===== config.mk =====
export PLATFORM = sky130hd
export DESIGN_NAME = ps2_key_state_decoder
export DESIGN_NICKNAME = d
export VERILOG_FILES = /design/src/rtl/ps2_key_state_decoder_pkg.sv /design/src/rtl/ps2_event_fifo.sv /design/src/rtl/ps2_key_state_decoder.sv
export SDC_FILE = /design/constraint.sdc
export NUM_CORES = 1
export LEC_CHECK = 0
export BUFFER_PORTS_ARGS = -buffer_cell sky130_fd_sc_hd__clkbuf_2
export CELL_PAD_IN_SITES_DETAIL_PLACEMENT = 0
export CELL_PAD_IN_SITES_GLOBAL_PLACEMENT = 1
export CORE_MARGIN = 4
export CORE_UTILIZATION = 25
export CTS_BUF_LIST = sky130_fd_sc_hd__clkbuf_4
export CTS_CLUSTER_DIAMETER = 150
export DETAILED_ROUTE_END_ITERATION = 12
export PLACE_DENSITY = 0.5
export SLEW_MARGIN = 10
export SYNTH_ARGS = -nofsm -noshare
export SYNTH_HDL_FRONTEND = slang
export SYNTH_SLANG_ARGS = --single-unit
export TNS_END_PERCENT = 30

===== constraint.sdc =====
create_clock -name CLOCK_50 -period 4.37 [get_ports CLOCK_50]
set_input_delay 0.6555 -clock CLOCK_50 [delete_from_list [all_inputs] [get_ports CLOCK_50]]
set_output_delay 0.6555 -clock CLOCK_50 [all_outputs]
set_load 0.01 [all_outputs]

===== src/rtl/ps2_key_state_decoder_pkg.sv =====
// ----------------------------------------------------------------------------
// ps2_key_state_decoder_pkg : scan codes, key indices, FSM states, code lookup.
// Rev 1.0
// ----------------------------------------------------------------------------
`default_nettype none

package ps2_key_state_decoder_pkg;

  localparam logic [7:0] SC_BREAK = 8'hF0;
  localparam logic [7:0] SC_EXT   = 8'hE0;
  localparam logic [7:0] SC_ACK   = 8'hFA;
  localparam logic [7:0] SC_BAT   = 8'hAA;
  localparam logic [7:0] SC_OVR0  = 8'h00;
  localparam logic [7:0] SC_OVR1  = 8'hFF;
  localparam logic [7:0] SC_UP    = 8'h75;
  localparam logic [7:0] SC_DOWN  = 8'h72;
  localparam logic [7:0] SC_LEFT  = 8'h6B;
  localparam logic [7:0] SC_RIGHT = 8'h74;

  localparam int KEY_Q = 0;
  localparam int KEY_W = 1;
  localparam int KEY_E = 2;
  localparam int KEY_R = 3;
  localparam int KEY_T = 4;
  localparam int KEY_Y = 5;
  localparam int KEY_U = 6;
  localparam int BASE_KEY_COUNT = 29;

  typedef enum logic [1:0] {
    ST_IDLE      = 2'd0,
    ST_BREAK     = 2'd1,
    ST_EXT       = 2'd2,
    ST_EXT_BREAK = 2'd3
  } dec_state_e;

  typedef struct packed {
    logic       valid;
    logic [7:0] idx;
  } key_lookup_t;

  function automatic key_lookup_t base_lookup(input logic [7:0] code);
    key_lookup_t r;
    r.valid = 1'b1;
    case (code)
      8'h15: r.idx = 8'd0;   8'h1D: r.idx = 8'd1;   8'h24: r.idx = 8'd2;
      8'h2D: r.idx = 8'd3;   8'h2C: r.idx = 8'd4;   8'h35: r.idx = 8'd5;
      8'h3C: r.idx = 8'd6;   8'h43: r.idx = 8'd7;   8'h44: r.idx = 8'd8;
      8'h4D: r.idx = 8'd9;   8'h1C: r.idx = 8'd10;  8'h1B: r.idx = 8'd11;
      8'h23: r.idx = 8'd12;  8'h2B: r.idx = 8'd13;  8'h34: r.idx = 8'd14;
      8'h33: r.idx = 8'd15;  8'h3B: r.idx = 8'd16;  8'h42: r.idx = 8'd17;
      8'h4B: r.idx = 8'd18;  8'h1A: r.idx = 8'd19;  8'h22: r.idx = 8'd20;
      8'h21: r.idx = 8'd21;  8'h2A: r.idx = 8'd22;  8'h32: r.idx = 8'd23;
      8'h31: r.idx = 8'd24;  8'h3A: r.idx = 8'd25;  8'h29: r.idx = 8'd26;
      8'h5A: r.idx = 8'd27;  8'h76: r.idx = 8'd28;
      default: begin
        r.valid = 1'b0;
        r.idx   = 8'd0;
      end
    endcase
    return r;
  endfunction

  // Index is an offset above the base key range.
  function automatic key_lookup_t ext_lookup(input logic [7:0] code);
    key_lookup_t r;
    r.valid = 1'b1;
    case (code)
      SC_UP:    r.idx = 8'd0;
      SC_DOWN:  r.idx = 8'd1;
      SC_LEFT:  r.idx = 8'd2;
      SC_RIGHT: r.idx = 8'd3;
      default: begin
        r.valid = 1'b0;
        r.idx   = 8'd0;
      end
    endcase
    return r;
  endfunction

endpackage

`default_nettype wire


===== src/rtl/ps2_event_fifo.sv =====
// ----------------------------------------------------------------------------
// ps2_event_fifo : synchronous FIFO with combinational head and sticky overflow.
// Rev 1.0
// ----------------------------------------------------------------------------
`default_nettype none

module ps2_event_fifo #(
  parameter int WIDTH = 6,
  parameter int DEPTH = 4
) (
  input  logic             clk_i,
  input  logic             rst_i,
  input  logic             push_i,
  input  logic [WIDTH-1:0] push_data_i,
  input  logic             ready_i,
  output logic             valid_o,
  output logic [WIDTH-1:0] data_o,
  output logic             overflow_o
);

  localparam int PTR_W = $clog2(DEPTH);
  localparam int CNT_W = PTR_W + 1;

  logic [WIDTH-1:0] mem_q [DEPTH];
  logic [PTR_W-1:0] wr_ptr_q;
  logic [PTR_W-1:0] rd_ptr_q;
  logic [CNT_W-1:0] count_q;
  logic             overflow_q;
  logic             empty_w;
  logic             full_w;
  logic             pop_w;
  logic             wr_en_w;

  assign empty_w = (count_q == '0);
  assign full_w  = (count_q == CNT_W'(DEPTH));
  assign pop_w   = ready_i && !empty_w;
  // A pop in the same cycle frees the slot, so a full FIFO still accepts.
  assign wr_en_w = push_i && (!full_w || pop_w);

  always_ff @(posedge clk_i) begin
    if (rst_i) begin
      wr_ptr_q   <= '0;
      rd_ptr_q   <= '0;
      count_q    <= '0;
      overflow_q <= 1'b0;
    end else begin
      if (wr_en_w) begin
        mem_q[wr_ptr_q] <= push_data_i;
        wr_ptr_q        <= wr_ptr_q + 1'b1;
      end
      if (pop_w) begin
        rd_ptr_q <= rd_ptr_q + 1'b1;
      end
      case ({wr_en_w, pop_w})
        2'b10:   count_q <= count_q + 1'b1;
        2'b01:   count_q <= count_q - 1'b1;
        default: count_q <= count_q;
      endcase
      if (push_i && !wr_en_w) begin
        overflow_q <= 1'b1;
      end
    end
  end

  assign valid_o    = !empty_w;
  assign data_o     = empty_w ? '0 : mem_q[rd_ptr_q];
  assign overflow_o = overflow_q;

endmodule

`default_nettype wire


===== src/rtl/ps2_key_state_decoder.sv =====
// ----------------------------------------------------------------------------
// ps2_key_state_decoder : PS/2 make/break decoder -> key-state vector + event FIFO.
// Define PS2_EXTENDED_KEYS_EN to map E0 arrow keys above NUM_KEYS.  Rev 1.0
// ----------------------------------------------------------------------------
`default_nettype none

module ps2_key_state_decoder
  import ps2_key_state_decoder_pkg::*;
#(
  parameter int NUM_KEYS       = 29,
  parameter int EVENT_DEPTH    = 4,
  parameter int TIMEOUT_CYCLES = 50000,
`ifdef PS2_EXTENDED_KEYS_EN
  localparam int KEY_W = NUM_KEYS + 4,
`else
  localparam int KEY_W = NUM_KEYS,
`endif
  localparam int IDX_W = $clog2(KEY_W)
) (
  input  logic             CLOCK_50,
  input  logic             resetn,
  input  logic [7:0]       recievedData,
  input  logic             recievedNewData,
  input  logic             clearAll,
  output logic [KEY_W-1:0] inputStateStorage,
  output logic             keyReleasePulse,
  output logic             eventValid,
  output logic             eventIsPress,
  output logic [IDX_W-1:0] eventKey,
  input  logic             eventReady,
  output logic             eventOverflow
);

  localparam int               CNT_W        = $clog2(TIMEOUT_CYCLES + 1);
  localparam logic [CNT_W-1:0] TIMEOUT_LAST = CNT_W'(TIMEOUT_CYCLES - 1);
  localparam logic [8:0]       NUM_KEYS_L   = 9'(NUM_KEYS);
`ifdef PS2_EXTENDED_KEYS_EN
  localparam logic [IDX_W-1:0] EXT_BASE     = IDX_W'(NUM_KEYS);
  key_lookup_t ext_lu_w;
`endif

  dec_state_e       state_q;
  dec_state_e       state_d;
  logic [CNT_W-1:0] tmo_cnt_q;
  logic [KEY_W-1:0] keys_q;
  logic             rel_pulse_q;

  key_lookup_t      base_lu_w;
  logic             hit_valid_w;
  logic [IDX_W-1:0] hit_idx_w;
  logic             hit_break_w;
  logic             overrun_w;
  logic             push_w;
  logic [IDX_W:0]   push_data_w;
  logic [IDX_W:0]   head_w;

  always_comb begin
    base_lu_w   = base_lookup(recievedData);
`ifdef PS2_EXTENDED_KEYS_EN
    ext_lu_w    = ext_lookup(recievedData);
`endif
    state_d     = state_q;
    hit_valid_w = 1'b0;
    hit_idx_w   = '0;
    hit_break_w = 1'b0;
    overrun_w   = 1'b0;
    if (recievedNewData) begin
      if (recievedData == SC_OVR0 || recievedData == SC_OVR1) begin
        overrun_w = 1'b1;
        state_d   = ST_IDLE;
      end else if (recievedData == SC_EXT) begin
        state_d = ST_EXT;
      end else if (recievedData == SC_BREAK) begin
        state_d = (state_q == ST_EXT || state_q == ST_EXT_BREAK) ? ST_EXT_BREAK : ST_BREAK;
      end else begin
        state_d     = ST_IDLE;
        hit_break_w = (state_q == ST_BREAK) || (state_q == ST_EXT_BREAK);
        if (state_q == ST_IDLE || state_q == ST_BREAK) begin
          hit_valid_w = base_lu_w.valid && ({1'b0, base_lu_w.idx} < NUM_KEYS_L);
          hit_idx_w   = IDX_W'(base_lu_w.idx);
        end
`ifdef PS2_EXTENDED_KEYS_EN
        else begin
          hit_valid_w = ext_lu_w.valid;
          hit_idx_w   = EXT_BASE + IDX_W'(ext_lu_w.idx);
        end
`endif
      end
    end
  end

  // Typematic repeats and breaks of released keys fall out here: no edge, no event.
  assign push_w      = hit_valid_w && (hit_break_w ? keys_q[hit_idx_w] : !keys_q[hit_idx_w]);
  assign push_data_w = {!hit_break_w, hit_idx_w};

  always_ff @(posedge CLOCK_50) begin
    if (resetn) begin
      state_q     <= ST_IDLE;
      tmo_cnt_q   <= '0;
      keys_q      <= '0;
      rel_pulse_q <= 1'b0;
    end else begin
      rel_pulse_q <= push_w && hit_break_w;
      if (clearAll || overrun_w) begin
        keys_q <= '0;
      end else if (push_w) begin
        keys_q[hit_idx_w] <= !hit_break_w;
      end
      if (recievedNewData) begin
        state_q   <= state_d;
        tmo_cnt_q <= '0;
      end else if (state_q != ST_IDLE) begin
        if (tmo_cnt_q == TIMEOUT_LAST) begin
          state_q   <= ST_IDLE;
          tmo_cnt_q <= '0;
        end else begin
          tmo_cnt_q <= tmo_cnt_q + 1'b1;
        end
      end else begin
        tmo_cnt_q <= '0;
      end
    end
  end

  ps2_event_fifo #(
    .WIDTH (IDX_W + 1),
    .DEPTH (EVENT_DEPTH)
  ) u_event_fifo (
    .clk_i       (CLOCK_50),
    .rst_i       (resetn),
    .push_i      (push_w),
    .push_data_i (push_data_w),
    .ready_i     (eventReady),
    .valid_o     (eventValid),
    .data_o      (head_w),
    .overflow_o  (eventOverflow)
  );

  assign inputStateStorage = keys_q;
  assign keyReleasePulse   = rel_pulse_q;
  assign eventIsPress      = head_w[IDX_W];
  assign eventKey          = head_w[IDX_W-1:0];

endmodule

`default_nettype wire


==> impl_metrics.toml <==
[pwr]
clockPowerShare_pct = 32.6
p_leak_nw = 2.410
pwr_density_cell_nw_per_um2 = 241.9
power.combinational.fraction_pct = 15.0
register_share_of_total_power_pct = 52.3
total_internal_power_mw = 1.071
power.ir.vdd_worst_mv = 0.08404
power.share.switching_pct = 29.63
p_switching_mw = 0.4508
design_power_total_mw = 1.521

[logic_synthesis]
synth_area_per_cell_sq_um = 8.657
yosys_warnings = 0
mappedNetlistArea_sq_um = 5039
synth_top_family_by_area = "simple AND/OR/NAND/NOR gates"
synth.mux.area_fraction_pct = 6.903
synth_async_sr_flop_share_pct = 0
synth_compound_area_share_pct = 17.21
area_share_of_and_or_nand_nor_cells_after_synthesis_pct = 28.33
synth.yosys.seq_area_share_pct = 37.35
synth_edf_count = 24
post_synth_num_cell_types = 76
syn_inst = 582
ys_dominant_reg_cell = "sky130_fd_sc_hd__dfxtp_1"
synth_xor_xnor_area_share_pct = 3.650
postSynthNetCount = 602
synth_adder_area_share_pct = 2.086
ys_seq_elements = 82

[final_layout]
finish.utilization_pct = 32.00
final_layout_size_suffix_gt1_share_pct = 25.11
final_cell_area_sq_um = 6290
finalNetCount = 712
syn_to_final_growth_pct = 24.83
filler_cell_count = 2126

[worst_hold_path]
hp-class = "reg -> reg"
timing.hold.worst_endpoint = "tmo_cnt_q[0]"
holdCritStartpoint = "tmo_cnt_q[0]"
whs_path_depth = 1

[critical_path]
worstPathBufferInverterCount = 3
crit_path_start = "recievedData[0]"
worst_r2r_path_depth = 14
largest_incremental_delay_on_the_critical_path_ns = 0.47
worstPathRequired_ns = 4.77
crit_slowest_cell = "sky130_fd_sc_hd__nor3_1"
timing.setup.critical_path_class = "in -> reg"
worst-path-max-fanout = 17
critPathArrivalTime_ns = 4.38
cp-end-kind = "register"
timing.rr.end = "u_event_fifo.count_q[2]"
critPathLaunchType = "input port"
setup.reg_to_reg.worst_slack_ns = 1.00
cp_common_cell = "sky130_fd_sc_hd__inv_1"
crit_path_cell_trace = "clkbuf_2, nor4bb_1, and2_1, nor3_1, nand3_1, a31o_1, a221oi_1, o22ai_1, nor3_4, mux2i_1, inv_1, ha_1, inv_1, fa_1, xor2_1, or3_1, a21oi_1"
critical_path.top_delay_family = "simple AND/OR/NAND/NOR gates"
rr_startpoint = "state_q[1]"

[clock_tree]
clock_sink_count = 82
htree_levels = 3
cts_tree = "built"
clock_tree.root_cell = "sky130_fd_sc_hd__clkbuf_4"
number_of_buffers_inserted_during_clock_tree_synthesis = 9
quantity_of_gates_resized_following_cts = 0
clk_latency_ns = 0.47
hold_buffers = 0
clk_pin_slew_worst_paths_ns = 0.15
clock_path_buffers = 2
postCtsSetupBuffers = 0

[placement]
global_placement_routability_congestion = 0.8498
port_buffers = 50
dp_hpwl_mm = 13.01
postPlaceCellArea_sq_um = 6140

[global_routing]
gr-usage-all-layers_pct = 15.13
grt_use_met1_pct = 20.89
pin_count_of_the_biggest_net_entering_global_routing = 24
first_global_vias = 4823
global_route_wire_length_before_repair_mm = 26.65
busiest_grt_layer = "met2"
grt_util_met2_pct = 24.42
grt_antenna_before_repair = 1
grt_util_met3_pct = 2.241
grt.overflow.total = 0

[sta]
timing.fmax_ghz = 0.2513
final-hold-violation-count = 0
setup_viol = 0
setup_total_negative_slack_ns = 0
worstMarginPinSlew_ns = 0.9789
finClkSkew_ns = 0.02201
final_report_max_slew_violation_count = 0
final_min_period_ns = 3.979
rsz0062_at_grt = "false"
timing.slew.headroom_pct = 34.24
share_of_the_clock_period_used_by_the_worst_path_after_layout_pct = 91.06

[die]
floorplan.initialDensity_pct = 25.64
die_h_microns = 150.0
fp.dieArea_sq_um = 22490
pin_count = 51
row_count = 51
core-area_sq_um = 19650
floorplan.die.width_microns = 150.0

[detailed_routing]
finalWirelength_mm = 16.42
route.detailed.vias_per_inst = 5.050
post-route-drc-count = 0
vias = 4863
drt_pre_antenna_iters = 5
antenna_violation_net_count_after_detailed_routing = 0
detailedRoute.firstIterationViolations = 285
route.detailed.wl_per_inst_microns = 17.05

[job]
max_cap_violations = 0

[status]
run_status = "completed"
[layout by cell type, fill, tap and decap left out, types with 10 or more instances in the layout]
cell,count
sky130_fd_sc_hd__clkbuf_2,50
sky130_fd_sc_hd__mux2i_1,19
sky130_fd_sc_hd__o31ai_1,16
sky130_fd_sc_hd__nand3_1,27
sky130_fd_sc_hd__o21ai_0,21
sky130_fd_sc_hd__and2_1,10
sky130_fd_sc_hd__nor2_1,81
sky130_fd_sc_hd__nand4_1,15
sky130_fd_sc_hd__dfxtp_1,58
sky130_fd_sc_hd__buf_4,84
sky130_fd_sc_hd__a21oi_1,20
sky130_fd_sc_hd__nor3_1,21
sky130_fd_sc_hd__a22oi_1,19
sky130_fd_sc_hd__and3_1,11
sky130_fd_sc_hd__xor2_1,12
sky130_fd_sc_hd__edfxtp_1,24
sky130_fd_sc_hd__nand2_1,48
sky130_fd_sc_hd__inv_1,15
[power groups by stage]
stage | logic [mW] | clock network [mW] | registers, mW
6_report | 0.229 | 0.496 | 0.796
5_1_grt | 0.253 | 0.550 | 0.799
2_1_floorplan | 0.140 | 0 | 0.808
4_1_cts | 0.231 | 0.520 | 0.797
3_5_place_dp | 0.230 | 0 | 0.814
3_3_place_gp | 0.230 | 0 | 0.813
[area by class of cell]
type / instances / area, sq um / area share (%)
multi-input combinational: 447 / 2945 / 46.83
sequential: 82 / 1882 / 29.92
timing repair buffer: 136 / 920.9 / 14.64
tap: 265 / 331.6 / 5.272
clock inverter: 7 / 80.08 / 1.273
clock buffer: 9 / 67.56 / 1.074
inverter: 16 / 60.06 / 0.9548
antenna: 1 / 2.502 / 0.03979
[routing by layer]
| layer | routed length [microns] | vias to the layer above |
|---|---|---|
| li1 | - | 2392 |
| met1 | 7766 | 2329 |
| met2 | 7751 | 124 |
| met3 | 655 | 18 |
| met4 | 245 | 0 |
| met5 | 0 | - |
[through the flow]
| step | worst slack [ns] | hold WS, ns | instances |
|---|---|---|---|
| floorplan | 0.01071 | 0.4132 | 582 |
| global placement | -0.1589 | 0.4287 | 946 |
| detailed placement | -0.1138 | 0.4368 | 946 |
| CTS | 0.4032 | 0.4576 | 962 |
| global route | 0.05600 | 0.4903 | 963 |
| finish | 0.3907 | 0.4503 | 963 |
[registers in the layout, summed over array words and instances (netlist names), named ones only]
signal / count
keyReleasePulse: 1
u_event_fifo.wr_ptr_q: 2
tmo_cnt_q: 16
u_event_fifo.count_q: 3
u_event_fifo.mem_q: 24
u_event_fifo.overflow_o: 1
u_event_fifo.rd_ptr_q: 2
inputStateStorage: 29
state_q: 2
[how the worst max path moves through the flow]
stage / endpoint / slack, ns / cells after the start
detailed placement: u_event_fifo.count_q[2] / -0.11 / 17
global route: u_event_fifo.count_q[2] / 0.06 / 17
floorplan: u_event_fifo.count_q[2] / 0.01 / 17
finish: u_event_fifo.count_q[2] / 0.39 / 17
CTS: u_event_fifo.count_q[2] / 0.40 / 18
global placement: inputStateStorage[14] / -0.16 / 13
[kinds of logic (layout without fill, tap and decap cells)]
kind of cell,count (synthesis),in the layout
AO/OA/AOI/OAI,124,124
XOR/XNOR,21,21
adder cells (fa/ha/maj),8,8
buffers and inverters,53,168
flip-flops,82,82
multiplexers,27,27
other,0,1
AND/OR/NAND/NOR,267,267
[cells in the mapped netlist, types with 2 or more instances]
| cell type | count | share of area, % |
|---|---|---|
| sky130_fd_sc_hd__buf_4 | 2 | 0.30 |
| sky130_fd_sc_hd__a32oi_1 | 3 | 0.52 |
| sky130_fd_sc_hd__nand4b_1 | 2 | 0.35 |
| sky130_fd_sc_hd__edfxtp_1 | 24 | 14 |
| sky130_fd_sc_hd__a21oi_1 | 20 | 2.0 |
| sky130_fd_sc_hd__and2_1 | 10 | 1.2 |
| sky130_fd_sc_hd__mux4_2 | 6 | 2.7 |
| sky130_fd_sc_hd__nor3_1 | 21 | 2.1 |
| sky130_fd_sc_hd__and4_1 | 6 | 1.0 |
| sky130_fd_sc_hd__a22oi_1 | 19 | 2.8 |
| sky130_fd_sc_hd__clkbuf_1 | 18 | 1.3 |
| sky130_fd_sc_hd__nand3b_1 | 4 | 0.60 |
| sky130_fd_sc_hd__or2_2 | 2 | 0.25 |
| sky130_fd_sc_hd__a31oi_1 | 6 | 0.75 |
| sky130_fd_sc_hd__nor3b_1 | 2 | 0.30 |
| sky130_fd_sc_hd__a41oi_1 | 3 | 0.52 |
| sky130_fd_sc_hd__a31o_1 | 3 | 0.52 |
| sky130_fd_sc_hd__nor2b_1 | 5 | 0.62 |
| sky130_fd_sc_hd__a211oi_1 | 7 | 1.0 |
| sky130_fd_sc_hd__o211ai_1 | 3 | 0.45 |
| sky130_fd_sc_hd__nand2_1 | 48 | 3.6 |
| sky130_fd_sc_hd__a221o_1 | 2 | 0.40 |
| sky130_fd_sc_hd__buf_2 | 15 | 1.5 |
| sky130_fd_sc_hd__nor4_1 | 6 | 0.75 |
| sky130_fd_sc_hd__nor2_1 | 81 | 6.0 |
| sky130_fd_sc_hd__o21ai_0 | 21 | 2.1 |
| sky130_fd_sc_hd__and3_1 | 11 | 1.4 |
| sky130_fd_sc_hd__or3_1 | 6 | 0.75 |
| sky130_fd_sc_hd__nor4bb_1 | 3 | 0.60 |
| sky130_fd_sc_hd__xnor2_1 | 9 | 1.6 |
| sky130_fd_sc_hd__dfxtp_1 | 58 | 23 |
| sky130_fd_sc_hd__nand4_1 | 15 | 1.9 |
| sky130_fd_sc_hd__buf_1 | 2 | 0.15 |
| sky130_fd_sc_hd__nor4b_1 | 3 | 0.52 |
| sky130_fd_sc_hd__o221ai_1 | 2 | 0.35 |
| sky130_fd_sc_hd__nand3_1 | 27 | 2.7 |
| sky130_fd_sc_hd__a21o_1 | 2 | 0.30 |
| sky130_fd_sc_hd__inv_1 | 15 | 1.1 |
| sky130_fd_sc_hd__nor4b_2 | 3 | 0.89 |
| sky130_fd_sc_hd__o31ai_1 | 16 | 2.4 |
| sky130_fd_sc_hd__and4b_1 | 2 | 0.40 |
| sky130_fd_sc_hd__xor2_1 | 12 | 2.1 |
| sky130_fd_sc_hd__mux2i_1 | 19 | 3.8 |
| sky130_fd_sc_hd__ha_1 | 6 | 1.5 |
(Power assumes the default switching activity.)
